$ cat src/rtl/pipelined_adder.sv
// Pipelined ripple-carry adder/subtractor: WIDTH bits split into STAGES chunks, one chunk per clock.
// Define PIPELINED_ADDER_FLAGS_EN to add the registered zero and ovf result flags.
module pipelined_adder #(
  parameter int WIDTH  = 32,
  parameter int STAGES = 4
) (
  input  logic             clk,
  input  logic             rst_n,
  input  logic             in_valid,
  output logic             in_ready,
  input  logic [WIDTH-1:0] a,
  input  logic [WIDTH-1:0] b,
  input  logic             c_in,
  input  logic             sub,
  output logic             out_valid,
  input  logic             out_ready,
  output logic [WIDTH-1:0] sum,
  output logic             c_out
`ifdef PIPELINED_ADDER_FLAGS_EN
  ,
  output logic             zero,
  output logic             ovf
`endif
);

  localparam int SAFE_STAGES = (STAGES < 1) ? 1 : STAGES;
  localparam int CHUNK       = WIDTH / SAFE_STAGES;

  if ((STAGES < 1) || ((WIDTH % SAFE_STAGES) != 0)) begin : g_param_check
    $error("pipelined_adder: WIDTH (%0d) must be a positive multiple of STAGES (%0d)", WIDTH, STAGES);
  end

  logic             adv;
  logic [WIDTH-1:0] b_eff;
  logic             cin_eff;

  assign adv      = !out_valid || out_ready;
  assign in_ready = adv;
  assign b_eff    = sub ? ~b : b;
  assign cin_eff  = c_in ^ sub;

  // The word register rotates right by one chunk per stage: the low chunk is the
  // next operand chunk of a, and finished sum chunks are inserted at the top, so
  // after the last stage the word holds the complete, aligned sum.
  for (genvar k = 0; k < STAGES; k++) begin : g_stage
    localparam int BW = WIDTH - k * CHUNK;

    logic [WIDTH-1:0] src_word;
    logic [BW-1:0]    src_b;
    logic             src_c;
    logic             src_v;
    logic [CHUNK:0]   chunk_sum;
    logic [WIDTH-1:0] next_word;
    logic [WIDTH-1:0] word_q;
    logic             carry_q;
    logic             valid_q;

    if (k == 0) begin : g_src
      assign src_word = a;
      assign src_b    = b_eff;
      assign src_c    = cin_eff;
      assign src_v    = in_valid;
    end else begin : g_src
      assign src_word = g_stage[k-1].word_q;
      assign src_b    = g_stage[k-1].g_fwd.b_q;
      assign src_c    = g_stage[k-1].carry_q;
      assign src_v    = g_stage[k-1].valid_q;
    end

    assign chunk_sum = {1'b0, src_word[CHUNK-1:0]} + {1'b0, src_b[CHUNK-1:0]}
                     + {{CHUNK{1'b0}}, src_c};

    if (STAGES == 1) begin : g_rot
      assign next_word = chunk_sum[CHUNK-1:0];
    end else begin : g_rot
      assign next_word = {chunk_sum[CHUNK-1:0], src_word[WIDTH-1:CHUNK]};
    end

    // Data only loads for valid slots, so bubbles leave the last result untouched.
    always_ff @(posedge clk) begin
      if (!rst_n) begin
        valid_q <= 1'b0;
        word_q  <= '0;
        carry_q <= 1'b0;
      end else if (adv) begin
        valid_q <= src_v;
        if (src_v) begin
          word_q  <= next_word;
          carry_q <= chunk_sum[CHUNK];
        end
      end
    end

    if (k < STAGES - 1) begin : g_fwd
      logic [BW-CHUNK-1:0] b_q;

      always_ff @(posedge clk) begin
        if (!rst_n) begin
          b_q <= '0;
        end else if (adv && src_v) begin
          b_q <= src_b[BW-1:CHUNK];
        end
      end
    end

`ifdef PIPELINED_ADDER_FLAGS_EN
    if (k == STAGES - 1) begin : g_flags
      // Carry into the MSB is recovered from the MSB sum bit and its two operand bits.
      always_ff @(posedge clk) begin
        if (!rst_n) begin
          zero <= 1'b0;
          ovf  <= 1'b0;
        end else if (adv && src_v) begin
          zero <= (next_word == '0);
          ovf  <= src_word[CHUNK-1] ^ src_b[CHUNK-1] ^ chunk_sum[CHUNK-1] ^ chunk_sum[CHUNK];
        end
      end
    end
`endif
  end

  assign sum       = g_stage[STAGES-1].word_q;
  assign c_out     = g_stage[STAGES-1].carry_q;
  assign out_valid = g_stage[STAGES-1].valid_q;

endmodule

$ cat config.mk
export PLATFORM = sky130hd
export DESIGN_NAME = pipelined_adder
export DESIGN_NICKNAME = d
export VERILOG_FILES = /design/src/rtl/pipelined_adder.sv
export SDC_FILE = /design/constraint.sdc
export NUM_CORES = 1
export LEC_CHECK = 0
export ABC_AREA = 1
export CORE_UTILIZATION = 59
export DETAILED_ROUTE_END_ITERATION = 16
export GPL_TIMING_DRIVEN = 0
export PLACE_DENSITY_LB_ADDON = 0.3
export SETUP_SLACK_MARGIN = 0.15
export SYNTH_ARGS = -nofsm -noshare
export SYNTH_HDL_FRONTEND = slang
export SYNTH_SLANG_ARGS = --single-unit
$ cat constraint.sdc
create_clock -name clk -period 3.9 [get_ports clk]
set_clock_uncertainty 0.1 [all_clocks]
set_input_delay 1.17 -clock clk [delete_from_list [all_inputs] [get_ports clk]]
set_output_delay 1.17 -clock clk [all_outputs]
set_load 0.005 [all_outputs]
# Yosys cells after proc, flatten, opt, wreduce, memory -nomap -nowiden
# Cells that the tools add are included.
# op_classes
add_sub_neg	8
mux	1
bitwise	2
n_reduce_logical	9
# op_table
op	n
$add 8x8->9	4
$add 9x1->9	4
$mux 32	1
$not 32->32	1
$reduce_and 2->1	4
$logic_and 1x1->1	3
$logic_not 1->1	1
$logic_or 1x1->1	1
$xor 1x1->1	1
# word_totals
register_bits	184
inputBits	70
out_inout_bits	35
word_cells	35

# Depth between registers and ports, before layout
# logic_depth
ltp_word	4
depth_mapped	13
depth_no_buf	11

# Least setup slack after synthesis
# OpenSTA, ideal clock, no wires.
# synth_timing
kind	input port to flip-flop
startpoint	in sub
endpoint	reg g_stage[0].word_q[28]
setup_ns	0.115
t_arrival_ns	2.851
required_time_ns	3.685
setup_slack_ns	0.833
stages	12
path_buffers	2
cell_sequence	buf_2 > buf_2 > xor2_1 > fa_1 > inv_1 > fa_1 > inv_1 > nand3_1 > nand3_1 > xor2_1 > o21ai_0 > inv_1
# synth_via
elab_chain_len	3
word_cells_on_any_way	4
classes_between	add/sub (2); mux (1); bitwise (1)
# synth_lines
item	line	text
from (decl)	14	input logic sub,
$mux 32	39	assign b_eff = sub ? ~b : b;
$add 8x8->9	70	assign chunk_sum = {1'b0, src_word[CHUNK-1:0]} + {1'b0, src_b[CHUNK-1:0]}
$add 9x1->9 (*)	71	+ {{CHUNK{1'b0}}, src_c};
to (signal assigned)	88	word_q <= next_word;
to (decl)	54	logic [WIDTH-1:0] word_q;
# Mark *: on every way between the ends. The rest lies on a longest branch, timed or not.
# A chain may end at the register's enable or synchronous reset.

# Final worst setup path
# layout_timing
startpoint	in out_ready
endpoint	out in_ready
# layout_via
elab_chain_len	1
# layout_lines
item	line	text
from (decl)	16	input logic out_ready,
$logic_or 1x1->1	37	assign adv = !out_valid || out_ready;
to (decl)	10	output logic in_ready,
# No other way between the ends.

==> metrics <==
number of cells upsized or downsized after cts 0; Period Utilization, post-route 0.937; total congestion overflow 0; TritonCTS clock tree built; Post-CTS Repair Setup Buffers 0; final worst path period need 3.66 ns; net count after synthesis about 1,200; most area-hungry cell type in the Yosys netlist dfxtp_1; Pleak between 0.004 and 0.005 uW; Worst slew margin 0.500; category of the critical setup timing path input port to primary output; worst setup slack for register-to-register paths 1.80 ns; result of the run finished, final reports clean; worst-case reg-to-reg path depth 10; first-pass GRT wire length approximately 33,000 um; post-detailed-placement cell area slightly above 9000 um2; via count of the first global-routing pass roughly 6,800; final weighted congestion in routability-driven placement around 0.9; die area roughly 14,000 um2; endpoints failing setup 0; floorplan row count 42; Hold Crit Endpoint g_stage[1].g_fwd.b_q[12]$_SDFFE_PN0P_; Via Count between 7,000 and 8,000; number of design-rule violations left by the first detailed-router iteration around 510; Ports 105; cell count after synthesis 1,046; beginning of the worst register-to-register path g_stage[0].word_q[0]$_SDFFE_PN0P_; worst min-delay path category flop to flop; worst endpoint data arrival time approximately 2.4 ns; nature of the critical path endpoint primary output; final WL about 20,000 um; cell with the most instances after synthesis nor2_1; Post-synth top flop dfxtp_1; vias per cell 5.39; H-tree depth 4; fraction of final layout cells sized beyond drive strength 1 0.0677; ant diodes 0; top cells by instance count after synthesis nor2_1 (274), dfxtp_1 (184), o21ai_0 (164); Area Overhead vs Synth 23.4%; DRC violation count after routing 0; Max Fanout on Critical Path 7; non-filler instance count after layout ~1,400; Non-Filler Cell Area, Final ~9900 um2; areal power density over the cells between 400 and 500 nW/um2; Core Area 13,200 um2; share of the synthesized area in the top cell type 0.459; pin slew with the least headroom to its limit ~0.75 ns; flip-flop and latch count after synthesis 184; Num CTS Buffers 17; fmax roughly 270 MHz; crit path from out_ready; hold path startpoint g_stage[0].g_fwd.b_q[20]$_SDFFE_PN0P_; Die W ~120 um; asr flop ratio synth 0; number of placed instances with taps included ~1,300; VDD IR max a little over 0.3 mV; Clock Sink Count 184; library cells used by synthesis 28; Post-DRT Antenna Nets 0; Final Net Count 1,274; Clk Tree Root Cell clkbuf_16; average cell area after synthesis 7.67 um2; RSZ-0062 raised after global routing false; Max-Cap Viols 0; Skew-Pair Late Insertion Delay between 0.4 and 0.5 ns; Synthesis Warnings 0; hold-fix buffer count after cts 0; required time worst endpoint ~2.6 ns; number of antenna violations at the first check in global routing 0; total track usage 0.302; pin count of the biggest net entering global routing 17; Die Span Y around 120 um; TritonRoute pass-1 iters 5; Port Buffer Count 103; average wire length per cell after detail routing 14.9 um; Worst R2R End g_stage[1].word_q[30]$_SDFFE_PN0P_; final hold violations 0; initial standard-cell utilization of the core 0.606; Clock Path Buffers 2; hpwl dp around 14,000 um; synthesized area approximately 8000 um2; final total negative setup slack 0 ns; clock-pin slew of the registers on the worst-case setup and hold paths approximately 0.070 ns; number of flops mapped to enable cells by yosys 0; number of pins with negative max-slew slack in the final report 0; post-synthesis sequential area ratio 0.459; top post-synthesis cells by area dfxtp_1 (46%), nor2_1 (13%), o21ai_0 (10%), ha_1 (4.4%), nand2_1 (4.1%); crit path launch type input port; Worst Hold Path Cells 2
## through the flow
step	power, uW	utilization	hold WS (ns)	worst slack [ns]
finish	4520	0.748	0.358	0.245
global route	4690	0.748	0.380	0.187
CTS	4510	0.748	0.354	0.239
detailed placement	2720	0.700	0.347	0.244
global placement	2700	0.700	0.339	0.257
floorplan	2490	-	0.330	0.833
## logic make-up (layout without fill, tap and decap cells)
| logic type | Yosys count | after routing | share of synthesized area |
|---|---|---|---|
| XOR/XNOR | 45 | 45 | 0.0491 |
| AND/OR/NAND/NOR | 409 | 409 | 0.203 |
| AO/OA/AOI/OAI | 238 | 238 | 0.156 |
| buffers and inverters | 134 | 269 | 0.0694 |
| adder cells (fa/ha/maj) | 36 | 36 | 0.0636 |
| flip-flops | 184 | 184 | 0.459 |
## layout by cell type (no fill, tap or decap), types with 2 or more instances in the layout
| cell type | synthesis | layout |
|---|---|---|
| nor2_1 | 274 | 274 |
| dfxtp_1 | 184 | 184 |
| o21ai_0 | 164 | 164 |
| clkdlybuf4s50_1 | 0 | 103 |
| nand2_1 | 88 | 88 |
| inv_1 | 69 | 69 |
| a21oi_1 | 63 | 63 |
| clkbuf_1 | 31 | 31 |
| nand3_1 | 30 | 30 |
| ha_1 | 28 | 28 |
| xnor2_1 | 25 | 25 |
| buf_2 | 21 | 21 |
| xor2_1 | 20 | 20 |
| clkbuf_16 | 0 | 17 |
| fa_1 | 8 | 8 |
| a211oi_2 | 7 | 7 |
| or2_2 | 6 | 6 |
| nand3b_1 | 6 | 6 |
| clkinv_2 | 0 | 5 |
| inv_2 | 4 | 4 |
| bufinv_16 | 0 | 4 |
| buf_4 | 3 | 3 |
| o21bai_1 | 3 | 3 |
| clkinvlp_4 | 0 | 3 |
| buf_6 | 2 | 2 |
| nor2_2 | 2 | 2 |
| clkinv_1 | 2 | 2 |
| clkbuf_8 | 0 | 2 |
## where the power goes
group	switching [uW]	internal (uW)	leakage (uW)
registers	72.0	2000	0.00151
clock network	720	1100	0.000305
logic	352	273	0.00271
total	1140	3380	0.00453
## routing by layer
metal	global-route usage	vias up	wire length, um
li1	-	3615	-
met4	0.121	0	523
met1	0.392	3351	8860
met3	0.0502	46	1270
met2	0.500	303	9580
met5	0	-	0
## cell type report
cell class | count | area [um2]
Fill cell | 983 | 3340
Clock inverter | 13 | 176
Timing Repair Buffer | 103 | 1030
Sequential cell | 184 | 3680
Buffer | 59 | 275
Tap cell | 176 | 220
Inverter | 75 | 282
Clock buffer | 19 | 453
Multi-Input combinational cell | 728 | 3780
## registers in the layout, indices dropped and copies added, names as in the netlist
name,flops
out_valid,1
sum,32
g_stage.carry_q,3
g_stage.g_fwd.b_q,48
c_out,1
g_stage.valid_q,3
g_stage.word_q,96
## worst max-delay path, cell delays in order
cell and delay, ns:
clkdlybuf4s50_1 0.44, nor2_4 0.24, inv_2 0.08, clkdlybuf4s50_1 0.46
## worst max path at each step
stage | slack [ns] | to | cells after the start
3_5_place_dp | 0.24 | in_ready | 4
5_1_grt | 0.19 | in_ready | 4
4_1_cts | 0.24 | in_ready | 4
3_3_place_gp | 0.26 | in_ready | 4
2_1_floorplan | 0.83 | g_stage[0].word_q[28]$_SDFFE_PN0P_ | 12
6_report | 0.24 | in_ready | 4
Power figures use the tool's default switching activity.
